**config.mk**
```make
export PLATFORM = sky130hd
export DESIGN_NAME = prbs_sched_flat
export DESIGN_NICKNAME = d
export VERILOG_FILES = /design/src/rtl/prbs_sched_if.sv /design/src/rtl/prbs_sched.sv /design/src/flat_wrapper.sv
export SDC_FILE = /design/constraint.sdc
export NUM_CORES = 1
export LEC_CHECK = 0
export ABC_AREA = 0
export CAP_MARGIN = 20
export CELL_PAD_IN_SITES_DETAIL_PLACEMENT = 1
export CELL_PAD_IN_SITES_GLOBAL_PLACEMENT = 2
export CORE_MARGIN = 2
export CORE_UTILIZATION = 25
export CTS_CLUSTER_SIZE = 12
export DETAILED_ROUTE_END_ITERATION = 10
export GPL_TIMING_DRIVEN = 0
export HOLD_SLACK_MARGIN = 0.08
export PLACE_DENSITY = 0.64
export SYNTH_ARGS = -nofsm -noshare
export SYNTH_HDL_FRONTEND = slang
export SYNTH_SLANG_ARGS = --single-unit
```
**constraint.sdc**
```tcl
create_clock -name clk -period 3.2 [get_ports clk]
set_input_delay 0.32 -clock clk [delete_from_list [all_inputs] [get_ports clk]]
set_output_delay 0.32 -clock clk [all_outputs]
set_load 0.02 [all_outputs]
```
**src/rtl/prbs_sched_if.sv**
```systemverilog
// Control-side bundle between the register interface and the PRBS sequencing controller.
// The controller connects through the slave modport; the master modport belongs to whatever drives it.
interface prbs_sched_if #(
   parameter int LEN_W = 16,
   parameter int PH_W  = 2
);
   logic             start;
   logic             stop;
   logic [LEN_W-1:0] burst_len;
   logic [8:0]       seed_i_in;
   logic [8:0]       seed_q_in;
   logic [8:0]       seed_i_o;
   logic [8:0]       seed_q_o;
   logic             load_o;
   logic             en_o;
   logic [PH_W-1:0]  phase_o;
   logic [LEN_W-1:0] sym_cnt_o;
   logic             busy_o;
   logic             done_o;

   modport master (
      output start, stop, burst_len, seed_i_in, seed_q_in,
      input  seed_i_o, seed_q_o, load_o, en_o, phase_o, sym_cnt_o, busy_o, done_o
   );

   modport slave (
      input  start, stop, burst_len, seed_i_in, seed_q_in,
      output seed_i_o, seed_q_o, load_o, en_o, phase_o, sym_cnt_o, busy_o, done_o
   );
endinterface

```
**src/rtl/prbs_sched.sv**
```systemverilog
// Burst sequencer for the I/Q PRBS generators: seed load, symbol-rate shift enable
// derived from the oversampled clock, symbol counting and start/stop handling.
module prbs_sched #(
   parameter int N_PHASES = 4,
   parameter int LEN_W    = 16,
   parameter int PH_W     = $clog2(N_PHASES)
) (
   input logic         clk,
   input logic         rst,
   prbs_sched_if.slave bus
);
   typedef enum logic [1:0] {IDLE, LOAD, RUN, DONE} state_t;

   localparam logic [PH_W-1:0] PH_LAST = PH_W'(N_PHASES - 1);

   state_t           state_q, state_d;
   logic [PH_W-1:0]  phase_q, phase_d;
   logic [LEN_W-1:0] cnt_q, cnt_d;
   logic [LEN_W-1:0] len_q, len_d;
   logic [8:0]       seed_i_q, seed_i_d;
   logic [8:0]       seed_q_q, seed_q_d;
   logic             stop_pend_q, stop_pend_d;
   logic             en;
   logic [LEN_W-1:0] cnt_inc;

   assign en      = (state_q == RUN) && (phase_q == PH_LAST);
   assign cnt_inc = cnt_q + LEN_W'(1);

   always_ff @(posedge clk or posedge rst) begin
      if (rst) begin
         state_q     <= IDLE;
         phase_q     <= '0;
         cnt_q       <= '0;
         len_q       <= '0;
         seed_i_q    <= '0;
         seed_q_q    <= '0;
         stop_pend_q <= 1'b0;
      end else begin
         state_q     <= state_d;
         phase_q     <= phase_d;
         cnt_q       <= cnt_d;
         len_q       <= len_d;
         seed_i_q    <= seed_i_d;
         seed_q_q    <= seed_q_d;
         stop_pend_q <= stop_pend_d;
      end
   end

   always_comb begin
      state_d     = state_q;
      phase_d     = '0;
      cnt_d       = cnt_q;
      len_d       = len_q;
      seed_i_d    = seed_i_q;
      seed_q_d    = seed_q_q;
      stop_pend_d = stop_pend_q;
      case (state_q)
         IDLE: begin
            if (bus.start) begin
               len_d    = bus.burst_len;
               seed_i_d = bus.seed_i_in;
               seed_q_d = bus.seed_q_in;
               cnt_d    = '0;
               state_d  = LOAD;
            end
         end
         LOAD: begin
            stop_pend_d = 1'b0;
            state_d     = RUN;
         end
         RUN: begin
            phase_d = (phase_q == PH_LAST) ? '0 : phase_q + PH_W'(1);
            if (bus.stop) stop_pend_d = 1'b1;
            // A stop seen on the enable cycle itself ends the burst at this symbol boundary.
            if (en) begin
               cnt_d = cnt_inc;
               if (stop_pend_q || bus.stop || ((len_q != '0) && (cnt_inc == len_q)))
                  state_d = DONE;
            end
         end
         DONE:    state_d = IDLE;
         default: state_d = IDLE;
      endcase
   end

   assign bus.seed_i_o  = seed_i_q;
   assign bus.seed_q_o  = seed_q_q;
   assign bus.load_o    = (state_q == LOAD);
   assign bus.en_o      = en;
   assign bus.phase_o   = phase_q;
   assign bus.sym_cnt_o = cnt_q;
   assign bus.busy_o    = (state_q != IDLE);
   assign bus.done_o    = (state_q == DONE);
endmodule

```
**src/flat_wrapper.sv**
```systemverilog
// flat-port wrapper written by rule: the top's interface ports become plain ports
module prbs_sched_flat 
#(
   parameter int N_PHASES = 4,
   parameter int LEN_W    = 16,
   parameter int PH_W     = $clog2(N_PHASES)
)
  (clk, rst, bus_start, bus_stop, bus_burst_len, bus_seed_i_in, bus_seed_q_in, bus_seed_i_o, bus_seed_q_o, bus_load_o, bus_en_o, bus_phase_o, bus_sym_cnt_o, bus_busy_o, bus_done_o);
  prbs_sched_if #(.LEN_W(LEN_W), .PH_W(PH_W)) bus_i ();
  input logic clk;
  input logic rst;
  input wire logic [$bits(bus_i.start)-1:0] bus_start;
  input wire logic [$bits(bus_i.stop)-1:0] bus_stop;
  input wire logic [$bits(bus_i.burst_len)-1:0] bus_burst_len;
  input wire logic [$bits(bus_i.seed_i_in)-1:0] bus_seed_i_in;
  input wire logic [$bits(bus_i.seed_q_in)-1:0] bus_seed_q_in;
  output wire logic [$bits(bus_i.seed_i_o)-1:0] bus_seed_i_o;
  output wire logic [$bits(bus_i.seed_q_o)-1:0] bus_seed_q_o;
  output wire logic [$bits(bus_i.load_o)-1:0] bus_load_o;
  output wire logic [$bits(bus_i.en_o)-1:0] bus_en_o;
  output wire logic [$bits(bus_i.phase_o)-1:0] bus_phase_o;
  output wire logic [$bits(bus_i.sym_cnt_o)-1:0] bus_sym_cnt_o;
  output wire logic [$bits(bus_i.busy_o)-1:0] bus_busy_o;
  output wire logic [$bits(bus_i.done_o)-1:0] bus_done_o;
  assign bus_i.start = bus_start;
  assign bus_i.stop = bus_stop;
  assign bus_i.burst_len = bus_burst_len;
  assign bus_i.seed_i_in = bus_seed_i_in;
  assign bus_i.seed_q_in = bus_seed_q_in;
  assign bus_seed_i_o = bus_i.seed_i_o;
  assign bus_seed_q_o = bus_i.seed_q_o;
  assign bus_load_o = bus_i.load_o;
  assign bus_en_o = bus_i.en_o;
  assign bus_phase_o = bus_i.phase_o;
  assign bus_sym_cnt_o = bus_i.sym_cnt_o;
  assign bus_busy_o = bus_i.busy_o;
  assign bus_done_o = bus_i.done_o;
  prbs_sched #(.N_PHASES(N_PHASES), .LEN_W(LEN_W), .PH_W(PH_W)) u_core (.clk(clk), .rst(rst), .bus(bus_i));
endmodule
```
==> results.sh <==
export IMPL_path_class="reg -> reg"
export IMPL_hpwlAfterDp_microns=6460
export IMPL_htree_levels=2
export IMPL_preCtsSetupSlack_ps=-153
export IMPL_synth_area_leader_cell="dfrtp_1"
export IMPL_drt_pass1_iter_count=4
export IMPL_power_density_mw_per_mm2=762
export IMPL_cp_slowest_cell="dfrtp_1"
export IMPL_synthArstFlopShare_pct=100
export IMPL_critPathCaptureType="flip-flop"
export IMPL_synth_nets=318
export IMPL_syn_area_per_cell_sq_um=10.7
export IMPL_post_cts_buffers=0
export IMPL_synth_area_leaders="dfrtp_1 47%, mux2_2 13%, o21ai_0 5.0%, xnor2_1 3.9%, ha_1 2.6%"
export IMPL_critPathMaxFanout=9
export IMPL_irDropWorstVdd_mv=0.428
export IMPL_crit_reg2reg_launch="u_core.bus.sym_cnt_o[0]"
export IMPL_post_route_period_util_pct=90.9
export IMPL_drc_errors=0
export IMPL_grt_max_degree=32
export IMPL_crit_start="u_core.bus.sym_cnt_o[0]"
export IMPL_ant_nets=0
export IMPL_cts_buffers=5
export IMPL_yosys_warnings=0
export IMPL_leakagePower_nw=1.65
export IMPL_portBuffers=77
export IMPL_clock_latency_ps=300
export IMPL_core_area_sq_mm=0.0114
export IMPL_via_per_inst=4.82
export IMPL_place_gp_congestion=0.758
export IMPL_timing_slew_headroom_pct=58.2
export IMPL_placedCellCount=496
export IMPL_drive_above_1_share_pct=18.0
export IMPL_setup_slack_ps=291
export IMPL_drt_iter0_drc=49
export IMPL_die_w_microns=112
export IMPL_root_buffer="clkbuf_16"
export IMPL_yosysTopAreaCellShare_pct=47.0
export IMPL_start_util_pct=25.6
export IMPL_num_rows=39
export IMPL_slowest_delay_ps=530
export IMPL_period_needed_ps=2910
export IMPL_crit_required_ps=3380
export IMPL_routedWlPerCell_microns=16.5
export IMPL_setup_viol=0
export IMPL_cpLargestDelayFamily="simple AND/OR/NAND/NOR gates"
export IMPL_synthTopCellsByCount="55 x dfrtp_1, 34 x mux2_2, 29 x o21ai_0, 20 x nor2_1, 18 x nand2_1"
export IMPL_worstPathArrival_ps=3090
export IMPL_antenna_found_initial=0
export IMPL_maxSlewViolCount=0
export IMPL_grt_pass1_wl_microns=14000
export IMPL_rsz0062_at_grt="false"
export IMPL_crit_buf_inv=0
export IMPL_status="finished clean"
export IMPL_tightest_slew_ps=620
export IMPL_overflow=0
export IMPL_diodes=0
export IMPL_fin_util_pct=35.6
export IMPL_hold_buffers=0
export IMPL_finalWirelength_microns=8300
export IMPL_ioPinCount=78
export IMPL_timing_fmax_mhz=344
export IMPL_yosysMostFrequentCell="dfrtp_1"
export IMPL_globalRouteTotalUtil_pct=13.8
export IMPL_cts_tree="done"
export IMPL_via_count=2429
export IMPL_cp_start_kind="flip-flop"
export IMPL_grt_pass1_vias=2681
export IMPL_die_area_sq_mm=0.0126
export IMPL_fin_nets=404
export IMPL_ys_ff_latch=55
export IMPL_syn_inst=274
export IMPL_cts_sinks=55
export IMPL_seq_area_frac_synth_pct=47.0
export IMPL_crit_chain="ha_1, nand3_1, nor4_2, xnor2_1, o21ai_0, nor4_2, a41o_1, nand3_1"
export IMPL_hold_class="in -> async"
export IMPL_area_growth_synth_to_final_pct=38.8
export IMPL_clk_path_buf_depth=2
export IMPL_synth_edf_count=0
export IMPL_instances_no_fill=504
export IMPL_clk_pin_slew_ps=80
export IMPL_synth_cell_types=43
export IMPL_clock_skew_ps=4.43
export IMPL_ys_flop_type="dfrtp_1"
export IMPL_die_height_microns=112
export IMPL_drv_cap=0
export IMPL_syn_area_sq_mm=0.00293
export IMPL_finalHoldViolations=0
[per-stage QoR]
| step | power (W) | area (sq um) | hold WS, ps | TNS (ps) |
|---|---|---|---|---|
| 6_report | 0.00309 | 4060 | 388 | 0 |
| 5_1_grt | 0.00331 | 4060 | 433 | 0 |
| 4_1_cts | 0.00315 | 4060 | 411 | 0 |
| 3_5_place_dp | 0.00255 | 3900 | 466 | -252 |
| 3_3_place_gp | 0.00251 | 3880 | 453 | -189 |
| 2_1_floorplan | 0.00197 | 2930 | 471 | 0 |
[placed cells by master (no fill, tap or decap), types with 7 or more instances in the layout]
| master | Yosys | final |
|---|---|---|
| clkdlybuf4s50_1 | 0 | 77 |
| o21ai_0 | 29 | 29 |
| nor2_1 | 20 | 20 |
| dfrtp_1 | 55 | 55 |
| xnor2_1 | 13 | 13 |
| nand2_1 | 18 | 18 |
| xor2_1 | 7 | 7 |
| mux2_2 | 34 | 34 |
| clkbuf_1 | 7 | 7 |
| inv_1 | 8 | 7 |
| nand3_1 | 7 | 7 |
[path summary, 6_finish.rpt]
check / endpoint / slack [ps] / depth (start not counted)
hold / removal: u_core.bus.seed_q_o[6] / 390 / 2
max in group asynchronous: u_core.bus.sym_cnt_o[13] / 2250 / 3
setup reg to reg: u_core.state_q[1] / 290 / 8
hold reg to reg: u_core.bus.phase_o[0] / 470 / 1
min in group clk: u_core.bus.phase_o[0] / 470 / 1
setup / recovery: u_core.state_q[1] / 290 / 8
[per-layer routing]
| metal | track usage (%) | share of wire, % | vias up |
|---|---|---|---|
| li1 | - | - | 1154 |
| met1 | 17.2 | 43 | 1196 |
| met2 | 22.9 | 47 | 69 |
| met3 | 4.64 | 7.6 | 10 |
| met4 | 3.82 | 1.7 | 0 |
| met5 | 0 | 0 | - |
[state kept, by name, summed over array words and instances (netlist names)]
signal	flops
u_core.stop_pend_q	1
u_core.bus.seed_i_o	9
u_core.bus.seed_q_o	9
u_core.bus.phase_o	2
u_core.bus.sym_cnt_o	16
u_core.state_q	2
u_core.len_q	16
[where the power goes]
group | switching, W | internal (W)
combinational | 0.000661 | 0.000701
sequential | 0.000214 | 0.000944
clock | 0.000278 | 0.000296
total | 0.00115 | 0.00194
[cell families after synthesis]
| kind of cell | synth area share [%] |
|---|---|
| fa+ha+maj | 2.56 |
| simple gates | 15.6 |
| xor+xnor | 5.98 |
| flops | 47.0 |
| compound gates | 12.2 |
| buf+inv | 3.21 |
| mux | 13.4 |
[what timing repair did]
| item | 4_1_cts | 5_1_grt |
|---|---|---|
| pin swaps | 0 | 0 |
| gates resized for setup | 1 | 1 |
| setup endpoints to repair | 2 | 2 |
| gates cloned | 0 | 0 |
[area by class of cell]
cell class | count | area, sq um
plain buffers | 13 | 63.8
clock buffers | 5 | 125
clock inverters | 3 | 22.5
fillers | 1308 | 7360
inverters | 8 | 30.0
multi-input cells | 198 | 1470
flip-flops and latches | 55 | 1380
well taps | 143 | 179
repair buffers | 79 | 796
Note: power is estimated with default switching activity, not from simulation.
